**config.mk**
```make
export PLATFORM = sky130hd
export DESIGN_NAME = tx_parity_engine
export DESIGN_NICKNAME = d
export VERILOG_FILES = /design/src/rtl/tx_parity_engine.sv
export SDC_FILE = /design/constraint.sdc
export NUM_CORES = 1
export LEC_CHECK = 0
export BUFFER_PORTS_ARGS = -buffer_cell sky130_fd_sc_hd__buf_2
export CAP_MARGIN = 15
export CELL_PAD_IN_SITES_DETAIL_PLACEMENT = 0
export CELL_PAD_IN_SITES_GLOBAL_PLACEMENT = 1
export CORE_MARGIN = 5
export CORE_UTILIZATION = 42
export DETAILED_ROUTE_END_ITERATION = 8
export GPL_ROUTABILITY_DRIVEN = 1
export HOLD_SLACK_MARGIN = 0.02
export PLACE_DENSITY_LB_ADDON = 0.08
export SETUP_SLACK_MARGIN = 0.5
export SLEW_MARGIN = 30
export SYNTH_ARGS = -nofsm -noshare
export SYNTH_HDL_FRONTEND = slang
export SYNTH_SLANG_ARGS = --single-unit
```
**constraint.sdc**
```tcl
create_clock -name clk -period 2.2 [get_ports clk]
set_input_delay 0.44 -clock clk [delete_from_list [all_inputs] [get_ports clk]]
set_output_delay 0.44 -clock clk [all_outputs]
set_load 0.02 [all_outputs]
```
**src/rtl/tx_parity_engine.sv**
```systemverilog
// Bit-serial UART TX parity generator: even/odd/mark/space/disabled over a runtime frame length.
// Optional TX_PAR_FORCE_ERR_EN adds a force_err input that inverts the produced parity bit.
module tx_parity_engine #(
  parameter int unsigned data_width = 8,
  parameter int unsigned LEN_W      = 4
) (
  input  logic                  clk,
  input  logic                  rst,
  input  logic [data_width-1:0] p_data,
  input  logic                  data_valid,
  input  logic                  Busy,
  input  logic                  par_en,
  input  logic [1:0]            par_typ,
  input  logic [LEN_W-1:0]      data_len,
`ifdef TX_PAR_FORCE_ERR_EN
  input  logic                  force_err,
`endif
  output logic                  par_bit,
  output logic                  par_valid,
  output logic                  par_busy
);

  typedef enum logic [1:0] {IDLE, CALC, DONE} state_t;

  state_t                state, state_n;
  logic [data_width-1:0] data_reg;
  logic                  acc;
  logic [LEN_W-1:0]      cnt;
  logic [LEN_W-1:0]      len_q;
  logic [LEN_W-1:0]      len_eff;
  logic                  en_q;
  logic [1:0]            typ_q;
  logic                  load;
  logic                  capture;
  logic                  last;
  logic                  par_n;
  logic                  par_out;

  assign par_busy = (state == CALC);
  assign capture  = data_valid && !Busy && !par_busy;
  assign last     = (cnt == len_q - LEN_W'(1));

  always_comb begin
    len_eff = data_len;
    if (data_len == '0 || data_len > LEN_W'(data_width))
      len_eff = LEN_W'(data_width);
  end

  always_comb begin
    par_n = 1'b0;
    if (en_q) begin
      case (typ_q)
        2'b00:   par_n = acc;
        2'b01:   par_n = ~acc;
        2'b10:   par_n = 1'b1;
        default: par_n = 1'b0;
      endcase
    end
  end

`ifdef TX_PAR_FORCE_ERR_EN
  logic fe_q;

  assign par_out = par_n ^ fe_q;

  always_ff @(posedge clk) begin
    if (rst)
      fe_q <= 1'b0;
    else if (capture)
      fe_q <= force_err;
  end
`else
  assign par_out = par_n;
`endif

  always_comb begin
    state_n = state;
    case (state)
      IDLE:    if (capture) state_n = CALC;
      CALC:    if (last)    state_n = DONE;
      DONE:    if (capture) state_n = CALC;
      default: state_n = IDLE;
    endcase
  end

  // data_reg shifts right so bit 0 is always the next bit to fold in;
  // load delays the result by one cycle after the final accumulate.
  always_ff @(posedge clk) begin
    if (rst) begin
      state     <= IDLE;
      data_reg  <= '0;
      acc       <= 1'b0;
      cnt       <= '0;
      len_q     <= '0;
      en_q      <= 1'b0;
      typ_q     <= '0;
      load      <= 1'b0;
      par_bit   <= 1'b0;
      par_valid <= 1'b0;
    end else begin
      state <= state_n;
      load  <= 1'b0;
      if (capture) begin
        data_reg  <= p_data;
        acc       <= 1'b0;
        cnt       <= '0;
        len_q     <= len_eff;
        en_q      <= par_en;
        typ_q     <= par_typ;
        par_valid <= 1'b0;
      end else if (state == CALC) begin
        acc      <= acc ^ data_reg[0];
        data_reg <= data_reg >> 1;
        cnt      <= cnt + LEN_W'(1);
        load     <= last;
      end else if (load) begin
        par_bit   <= par_out;
        par_valid <= 1'b1;
      end
    end
  end

endmodule

```
==> results of run 1 <==
worst max-delay path by stage:
stage | slack [ps] | end | depth (start not counted) | startpoint
detailed placement | 500 | len_q[3]$_SDFFE_PP0P_ | 5 | data_valid
global route | 520 | par_busy | 3 | state[1]$_SDFFE_PP0P_
CTS | 530 | par_busy | 3 | state[1]$_SDFFE_PP0P_
global placement | 560 | len_q[3]$_SDFFE_PP0P_ | 5 | data_valid
floorplan | 850 | state[0]$_SDFFE_PP0P_ | 6 | len_q[0]$_SDFFE_PP0P_
finish | 580 | par_busy | 3 | state[1]$_SDFFE_PP0P_
area by class of cell:
cell class / count / area, µm² / share of cell area (%)
Multi-Input combinational cell: 103 / 601 / 45.3
Sequential cell: 25 / 502 / 37.8
Timing Repair Buffer: 26 / 143 / 10.8
Tap cell: 31 / 38.8 / 2.92
Clock buffer: 4 / 26.3 / 1.98
Inverter: 3 / 16.3 / 1.23
cells by family (layout without fill, tap and decap cells):
| logic type | count (synthesis) | in the layout | share of synthesized area (%) |
|---|---|---|---|
| AND/OR/NAND/NOR | 65 | 66 | 27.9 |
| flip-flops | 25 | 25 | 43.7 |
| multiplexers | 2 | 2 | 1.75 |
| XOR/XNOR | 7 | 7 | 5.36 |
| buffers and inverters | 9 | 33 | 4.59 |
| AO/OA/AOI/OAI | 26 | 26 | 14.5 |
| adder cells (fa/ha/maj) | 2 | 2 | 2.19 |
metrics by stage:
stage	total power [mW]	std cells	setup slack [ps]	instance area [µm²]	hold WS, ps
floorplan	0.798	136	853	1140	432
global placement	0.846	183	564	1260	450
detailed placement	0.854	183	502	1260	455
CTS	1.07	188	534	1300	334
global route	1.17	192	523	1330	315
finish	1.09	192	583	1330	345
what timing repair did:
item / in CTS / in global routing
pin swaps: 0 / 0
cloned: 1 / 0
resized for setup: 2 / 0
endpoints found under the setup margin: 1 / 1
buffers inserted: 0 / 4
power breakdown:
group | internal, mW | leakage [nW] | total [mW] | switching (mW)
registers | 0.513 | 0.204 | 0.564 | 0.0507
clock network | 0.0708 | 0.0150 | 0.200 | 0.129
logic | 0.143 | 0.331 | 0.326 | 0.183
cell usage in the layout (no fill, tap or decap), types with 2 or more instances in the layout:
master / n
clkbuf_4: 3
buf_4: 5
o21ai_0: 4
nand3_1: 3
nand3b_1: 5
dfxtp_1: 24
inv_1: 2
xnor2_1: 3
a21oi_1: 10
xor2_1: 4
ha_1: 2
mux2i_1: 2
a311oi_1: 7
nand2_1: 26
nor3_1: 7
nor2_1: 16
buf_2: 21
metal layers:
metal	part of all wire, %	global-route usage (%)	vias to the layer above
li1	-	-	525
met1	44	15.2	448
met2	48	22.5	23
met3	6.7	3.96	2
met4	0.38	3.25	0
met5	0	0	-
worst min-delay path, cell delays in order:
cell and delay [ps]:
buf_2 90, nand2_1 40, a21oi_1 50
==> summary.txt, run 1 <==
Outcome
  • Status: completed

Layout
  • Final Util: approximately half
  • Layout fillers: between 200 and 300
  • Nets: between 150 and 200
  • ANT cells: 0
  • Share of cells above drive strength 1: 22.4%
  • Max reg flops: 8
  • Layout area overhead: 15.8%

Synthesis
  • Synth cell types: 32
  • Ys flop type: dfxtp_1
  • Cell Area, Synth: about 1100 µm²
  • EDFF count, synth: 0
  • Syn nets: between 150 and 200
  • Mapped Cells: between 100 and 150
  • #FFs+latches synth: 25
  • Sequential share of the synthesized area: a little over two fifths
  • Cell taking the most area after synthesis: dfxtp_1
  • Synth cell count leaders: 26 x nand2_1, 25 x dfxtp_1, 16 x nor2_1
  • Synthesis Warnings: 0
  • Avg Synthesized Cell Area: about 8.4 µm²
  • Largest cells by area after synthesis: dfxtp_1 44%, nand2_1 8.5%, a311oi_1 5.4%
  • Share of the synthesized area in the top cell type: between 40% and 50%
  • FFs w/ async S/R, synth: 0%
  • Most common cell in the netlist: nand2_1

GRT
  • All-Layer GR Usage: around an eighth
  • Vias in the first global route: ~970
  • Total congestion overflow: 0
  • Global-route wire length before repair: roughly 4.2 mm
  • Largest net degree at the start of global routing: 21
  • Initial antenna violation count: 0

Critical path
  • Critical-path cell list: nand2b_4 -> inv_6 -> buf_2
  • Slowest-stage cell, CP: dfxtp_1
  • Startpoint Class: flop
  • Worst Reg-to-Reg Cells: 6
  • FF-to-FF setup slack: 750 ps
  • Critical Path Sink Type: output port
  • Critical path's top delay family: flip-flops
  • Worst-path fanout max: 9
  • Worst r2r src: len_q[0]$_SDFFE_PP0P_
  • Critical path class: reg2out
  • CP bufs+invs: 2
  • FF-to-FF End: state[0]$_SDFFE_PP0P_
  • Max incr delay on CP: roughly 360 ps
  • Critical Path RT: 1760 ps
  • Critical path arrival: 1180 ps

Clock tree
  • CTS tree: done
  • Clock Latency Late Sink: between 300 and 400 ps
  • Clock Root Buffer: clkbuf_4
  • Clock buffer depth: 2
  • TritonCTS Buffers: 3
  • Clock-pin slew on the worst setup and hold paths: 130 ps
  • Sink Count: 25
  • H-tree levels: 1
  • Cts hold-fix bufs: 0

Place
  • Post-DP HPWL: around 1.6 mm
  • Port Buf Inserts: 21
  • Gpl congestion: 0.672

Die
  • Core area: ~2700 µm²
  • IO Pins: 22
  • Die height: 62.2 µm
  • Row count: 19
  • Starting Density: 42.6%
  • Die area: a little under 4000 µm²
  • Die width: 62.2 µm

Route
  • Post-Route WL: ~2.4 mm
  • DRC violations left: 0
  • Routed Antenna Nets: 0
  • Avg WL per Cell: 12.4 µm
  • Via count: between 900 and 1000
  • 1st-iter DRT viols: between 60 and 70
  • DR pass1 iterations: 4
  • Routed vias/inst: between 5 and 6

Pwr
  • PwrDens: just over 800 nW/µm²
  • Leakage: between 0.5 and 0.6 nW
  • Worst IR Drop VDD: 0.000436 V

STA
  • Worst Clk Skew: approximately 2.5 ps
  • Setup violations, final: 0
  • Slew @ Worst Pin: between 500 and 600 ps
  • Max-slew violation count: 0
  • Tcrit/Tclk final: 73.5%
  • Max-slew headroom: about two thirds
  • Minimum clock period: about 1600 ps
  • RSZ-0062 raised after global routing: false
  • Sum Neg Setup Slack: 0 ps
  • Final-report hold violation count: 0
  • Fmax: between 600 and 700 MHz

Hold path
  • Hold path cells: 3
  • Endpoint, Worst Hold: en_q$_SDFFE_PP0P_
  • Hold WC Path Type: in2reg
  • Hold_sp: par_en

Flow run
  • Max cap viols: 0
No activity file was read; power rests on OpenSTA's default activity.
==> run 2, diff against run 1 <==
--- a/config.mk
+++ b/config.mk
@@ -10,7 +10,7 @@
 export CELL_PAD_IN_SITES_DETAIL_PLACEMENT = 0
 export CELL_PAD_IN_SITES_GLOBAL_PLACEMENT = 1
 export CORE_MARGIN = 5
-export CORE_UTILIZATION = 42
+export CORE_UTILIZATION = 35
 export DETAILED_ROUTE_END_ITERATION = 8
 export GPL_ROUTABILITY_DRIVEN = 1
 export HOLD_SLACK_MARGIN = 0.02
==> constraint.sdc (replaced) <==
create_clock -name clk -period 1.37 [get_ports clk]
set_input_delay 0.274 -clock clk [delete_from_list [all_inputs] [get_ports clk]]
set_output_delay 0.274 -clock clk [all_outputs]
set_load 0.02 [all_outputs]
==> run 2 against run 1 <==
Against the previous run: final area is 13% higher; global-route usage up 0.075 points; setup slack worse by 490 ps; final cell count is 8.9% higher; clock power grew 73%; largest cell class unchanged; via count rose by 2.0%.
==> summary.txt, run 2 (synthesis gave the netlist of run 1 again) <==
Clock tree
  • H-tree levels: 1
  • TritonCTS Buffers: 3
  • CTS tree: done
  • Cts hold-fix bufs: 0
  • Clock Root Buffer: clkbuf_4
  • Clock-pin slew on the worst setup and hold paths: about 150 ps
  • Clock buffer depth: 2
  • Clock Latency Late Sink: 330 ps
  • Sink Count: 25

GRT
  • All-Layer GR Usage: roughly 13%
  • Total congestion overflow: 0
  • Initial antenna violation count: 0
  • Largest net degree at the start of global routing: 16
  • Global-route wire length before repair: 4.43 mm
  • Vias in the first global route: 936

Critical path
  • CP endpoint: par_busy
  • Critical path's top delay family: flip-flops
  • Worst Reg-to-Reg Cells: 6
  • FF-to-FF setup slack: around 90 ps
  • Critical Path RT: ~1100 ps
  • Worst r2r src: len_q[0]$_SDFFE_PP0P_
  • FF-to-FF End: state[0]$_SDFFE_PP0P_
  • Worst-path fanout max: 2
  • Critical path arrival: about 1000 ps
  • Max incr delay on CP: 350 ps
  • Critical Path Sink Type: output port
  • Crit path from: state[1]$_SDFFE_PP0P_
  • CP bufs+invs: 2
  • Startpoint Class: flop
  • Critical path class: reg2out
  • Slowest-stage cell, CP: dfxtp_2
  • Critical-path cell list: nand2b_4 -> inv_8 -> buf_6
  • Stages on the worst setup path: 3

Route
  • Post-Route WL: between 2 and 3 mm
  • Via count: just over 1000
  • DR pass1 iterations: 4
  • Met2 Wirelength: between 1 and 1.5 mm
  • DRC violations left: 0
  • Top sig layer: met4
  • M1 wire length: about 1.3 mm
  • Met3 wire len: between 100 and 150 µm
  • Routed Antenna Nets: 0
  • 1st-iter DRT viols: 60
  • Avg WL per Cell: 12.7 µm
  • Routed vias/inst: a little under 5

Die
  • Die area: 4510 µm²
  • Die height: ~67 µm
  • IO Pins: 22
  • Starting Density: between 30% and 40%
  • Row count: 20
  • Core area: 3100 µm²
  • Die width: roughly 67 µm

Layout
  • ANT cells: 0
  • Nets: 187
  • Final Non-Filler Cells: roughly 210
  • Max reg flops: 8
  • Commonest non-fill, non-tap cell in the layout: nand2_1
  • Share of cells above drive strength 1: a little under two fifths
  • Seq. cell area: 510 µm²
  • Multi-input logic area: just under 700 µm²
  • Most frequent cells in the layout: 25 x nand2_1, 18 x buf_2, 17 x dfxtp_1, 15 x nor2_1, 9 x a21oi_1
  • Layout fillers: ~330
  • Final Util: slightly below 50%
  • Layout area overhead: 30.9%

Pwr
  • PwrDens: approximately 1200 nW/µm²
  • Int Power: around 1.2 mW
  • Worst IR Drop VDD: 0.000566 V
  • Net switching power: between 0.6 and 0.7 mW
  • Leakage: about 0.61 nW
  • Clk pwr share: 18.5%
  • Combinational share of power: 33.1%
  • Sw Share: a little over a third
  • Share of power burned in registers: approximately 48%

STA
  • Max-slew headroom: between 80 and 90%
  • Hold WS: between 150 and 200 ps
  • Tcrit/Tclk final: 93.4%
  • Final-report hold violation count: 0
  • RSZ-0062 raised after global routing: true
  • Max-slew violation count: 0
  • Minimum clock period: between 1000 and 1500 ps
  • Setup violations, final: 0
  • Slew @ Worst Pin: 260 ps
  • Sum Neg Setup Slack: 0 ps
  • PnR worst setup slack: 90.1 ps
  • Fmax: just under 800 MHz
  • Worst Clk Skew: between 10 and 15 ps

Place
  • Gpl congestion: roughly 0.73
  • Inst Count DP: around 200
  • Pre-CTS setup slack: roughly 29 ps
  • Port Buf Inserts: 21
  • Post-DP HPWL: 1.85 mm

Hold path
  • Hold WC Path Type: in2reg

Outcome
  • Status: completed

Flow run
  • Max cap viols: 0
## run 2: worst min-delay path by stage
stage,start,end,slack (ps),depth (start not counted)
CTS,par_en,en_q$_SDFFE_PP0P_,160,3
detailed placement,en_q$_SDFFE_PP0P_,en_q$_SDFFE_PP0P_,450,2
global placement,en_q$_SDFFE_PP0P_,en_q$_SDFFE_PP0P_,440,2
global route,par_en,en_q$_SDFFE_PP0P_,150,3
finish,par_en,en_q$_SDFFE_PP0P_,170,3
floorplan,rst,data_reg[1]$_SDFFE_PP0P_,350,1
## run 2: layout make-up
class | count | share of cell area [%]
multi-input combinational | 103 | 46.0
tap | 44 | 3.67
clock buffer | 3 | 1.50
inverter | 3 | 1.25
timing repair buffer | 30 | 13.0
sequential | 25 | 34.1
clock inverter | 1 | 0.501
## run 2: metrics by stage
step	cell area, µm²	power, mW
4_1_cts	1480	1.88
3_3_place_gp	1350	1.45
6_report	1500	1.87
5_1_grt	1500	1.99
2_1_floorplan	1210	1.35
3_5_place_dp	1350	1.45
## run 2: tightest hold or removal path, cell delays in order
cell and delay, ps:
buf_2 90, nand2_1 50, a21oi_1 50
## run 2: layer usage
metal  global-route usage (%)  vias up
met5                        0        -
met4                     2.28        0
met1                     18.3      470
met2                     19.6       17
li1                         -      529
met3                     4.16        2
## run 2: repair_timing
item	in CTS	in global routing
resized for setup	15	3
gates cloned	1	0
setup endpoints to repair	28	28
buffers inserted	5	0
pin swaps	6	3
## run 2: power by group through the flow
stage | Clock [mW] | Sequential, mW | Combinational, mW
2_1_floorplan | 0 | 0.901 | 0.449
3_3_place_gp | 0 | 0.918 | 0.528
3_5_place_dp | 0 | 0.919 | 0.532
4_1_cts | 0.365 | 0.905 | 0.610
5_1_grt | 0.389 | 0.918 | 0.687
6_report | 0.346 | 0.905 | 0.618
==> run 3, diff against run 2 <==
--- a/config.mk
+++ b/config.mk
@@ -15,6 +15,7 @@
 export GPL_ROUTABILITY_DRIVEN = 1
 export HOLD_SLACK_MARGIN = 0.02
 export PLACE_DENSITY_LB_ADDON = 0.08
+export RECOVER_POWER = 50
 export SETUP_SLACK_MARGIN = 0.5
 export SLEW_MARGIN = 30
 export SYNTH_ARGS = -nofsm -noshare
==> run 3 against run 2 <==
Against the previous run: non-clock buffer count did not move; combinational power decreased by 2%; setup slack got worse by 2.3 ps; sequential power barely moved; critical path depth unchanged; routed wire length is 0.23% higher; first-iteration DRC count decreased by 6.7%; power fell by 0.86%; die area unchanged; global-route usage unchanged; hold slack got worse by 2.3 ps; clock skew increased by 2.6 ps; critical path type unchanged; critical endpoint unchanged; largest power group unchanged.
==> summary.txt, run 3 (synthesis gave the netlist of run 1 again) <==
Outcome
  • Status: completed

Layout
  • Most frequent cells in the layout: 25 x nand2_1, 19 x dfxtp_1, 18 x buf_2, 16 x nor2_1, 9 x a21oi_1
  • Layout area overhead: 29.6%
  • Commonest non-fill, non-tap cell in the layout: nand2_1
  • Post-route cell area: about 1500 µm²
  • Final Util: a little under half
  • Final Non-Filler Cells: roughly 210
  • Layout fillers: 333
  • Max reg flops: 8
  • Share of cells above drive strength 1: 35.2%
  • Nets: 187
  • ANT cells: 0

GRT
  • Total congestion overflow: 0
  • Initial antenna violation count: 0
  • Largest net degree at the start of global routing: 16
  • Vias in the first global route: roughly 940
  • Global-route wire length before repair: approximately 4.4 mm
  • All-Layer GR Usage: 13.0%

Clock tree
  • Clock-pin slew on the worst setup and hold paths: about 150 ps
  • TritonCTS Buffers: 3
  • Clock Root Buffer: clkbuf_4
  • Clock buffer depth: 2
  • Sink Count: 25
  • Clock Latency Late Sink: ~330 ps
  • CTS tree: done
  • H-tree levels: 1

STA
  • Setup violations, final: 0
  • Fmax: around 800 MHz
  • PnR worst setup slack: between 80 and 90 ps
  • RSZ-0062 raised after global routing: true
  • Minimum clock period: ~1300 ps
  • Final-report hold violation count: 0
  • Hold WS: roughly 170 ps
  • Max-slew violation count: 0
  • Slew @ Worst Pin: roughly 270 ps
  • Worst Clk Skew: between 10 and 15 ps
  • Max-slew headroom: 82.3%
  • Sum Neg Setup Slack: 0 ps
  • Tcrit/Tclk final: between 90% and 100%

Die
  • IO Pins: 22
  • Starting Density: between 30% and 40%
  • Die height: about 67 µm
  • Row count: 20
  • Die width: 67.2 µm
  • Die area: ~4500 µm²
  • Core area: 3100 µm²

Place
  • Placed cell areas: approximately 1400 µm²
  • Gpl congestion: approximately 0.73
  • Port Buf Inserts: 21
  • Post-DP HPWL: approximately 1.9 mm
  • Pre-CTS setup slack: roughly 29 ps
  • Inst Count DP: around 200

Pwr
  • Worst IR Drop VDD: roughly 0.00055 V
  • Leakage: 0.606 nW
  • PwrDens: around 1200 nW/µm²
  • Tot Pwr: around 1.9 mW

Critical path
  • Crit path from: state[1]$_SDFFE_PP0P_
  • Critical Path RT: about 1100 ps
  • FF-to-FF End: state[0]$_SDFFE_PP0P_
  • Critical path arrival: 1010 ps
  • Worst Reg-to-Reg Cells: 6
  • CP endpoint: par_busy
  • Critical-path cell list: nand2b_4 -> inv_8 -> buf_6
  • Worst r2r src: len_q[0]$_SDFFE_PP0P_
  • Slowest-stage cell, CP: dfxtp_2
  • FF-to-FF setup slack: approximately 90 ps
  • Worst-path fanout max: 2
  • Stages on the worst setup path: 3
  • Startpoint Class: flop
  • Max incr delay on CP: roughly 350 ps
  • CP bufs+invs: 2
  • Critical path's top delay family: flip-flops
  • Critical path class: reg2out
  • Critical Path Sink Type: output port

Hold path
  • Hold WC Path Type: in2reg
  • Hold path cells: 3
  • Hold_sp: par_en

Route
  • Routed vias/inst: 4.95
  • Via count: roughly 1000
  • 1st-iter DRT viols: 56
  • DR pass1 iterations: 4
  • Post-Route WL: 2.67 mm
  • DRC violations left: 0
  • Avg WL per Cell: 12.8 µm
  • Routed Antenna Nets: 0

Flow run
  • Max cap viols: 0
run 3: cell counts in the layout (fill, tap and decap cells not counted):
Identical to the previous run, type by type.
run 3: routing by layer:
metal,GRT usage (%),share of wire [%],vias to the layer above
met2,19.6,45,15
met3,4.16,3.9,4
met1,18.3,50,486
met4,2.28,0.79,0
li1,-,-,530
met5,0,0,-
run 3: worst min-delay path: stages:
cell,delay [ps]
buf_2,90
nand2_1,50
a21oi_1,50
run 3: timing repair:
item                       in CTS  in global routing
gates resized for setup        15                  3
setup endpoints to repair      28                 28
hold buffers                    0                  0
pin swaps                       6                  3
buffers inserted                5                  0
cloned                          1                  0
run 3: final cells by class:
type                       count  area, µm²  share of cell area [%]
timing repair buffer          30        195                    13.2
inverter                       3       18.8                    1.26
clock buffer                   3       22.5                    1.52
tap                           44       55.1                    3.71
multi-input combinational    103        677                    45.6
sequential                    25        508                    34.2
clock inverter                 1       7.51                   0.506
run 3: how the worst min path moves through the flow:
stage               slack, ps                        to
finish                    170         en_q$_SDFFE_PP0P_
floorplan                 350  data_reg[1]$_SDFFE_PP0P_
global route              150         en_q$_SDFFE_PP0P_
global placement          440         en_q$_SDFFE_PP0P_
CTS                       160         en_q$_SDFFE_PP0P_
detailed placement        450         en_q$_SDFFE_PP0P_
run 3: power breakdown:
group	switching, mW	total, mW	leakage [nW]	internal (mW)
logic	0.334	0.603	0.385	0.269
clock network	0.232	0.344	0.0139	0.112
registers	0.0795	0.905	0.207	0.826
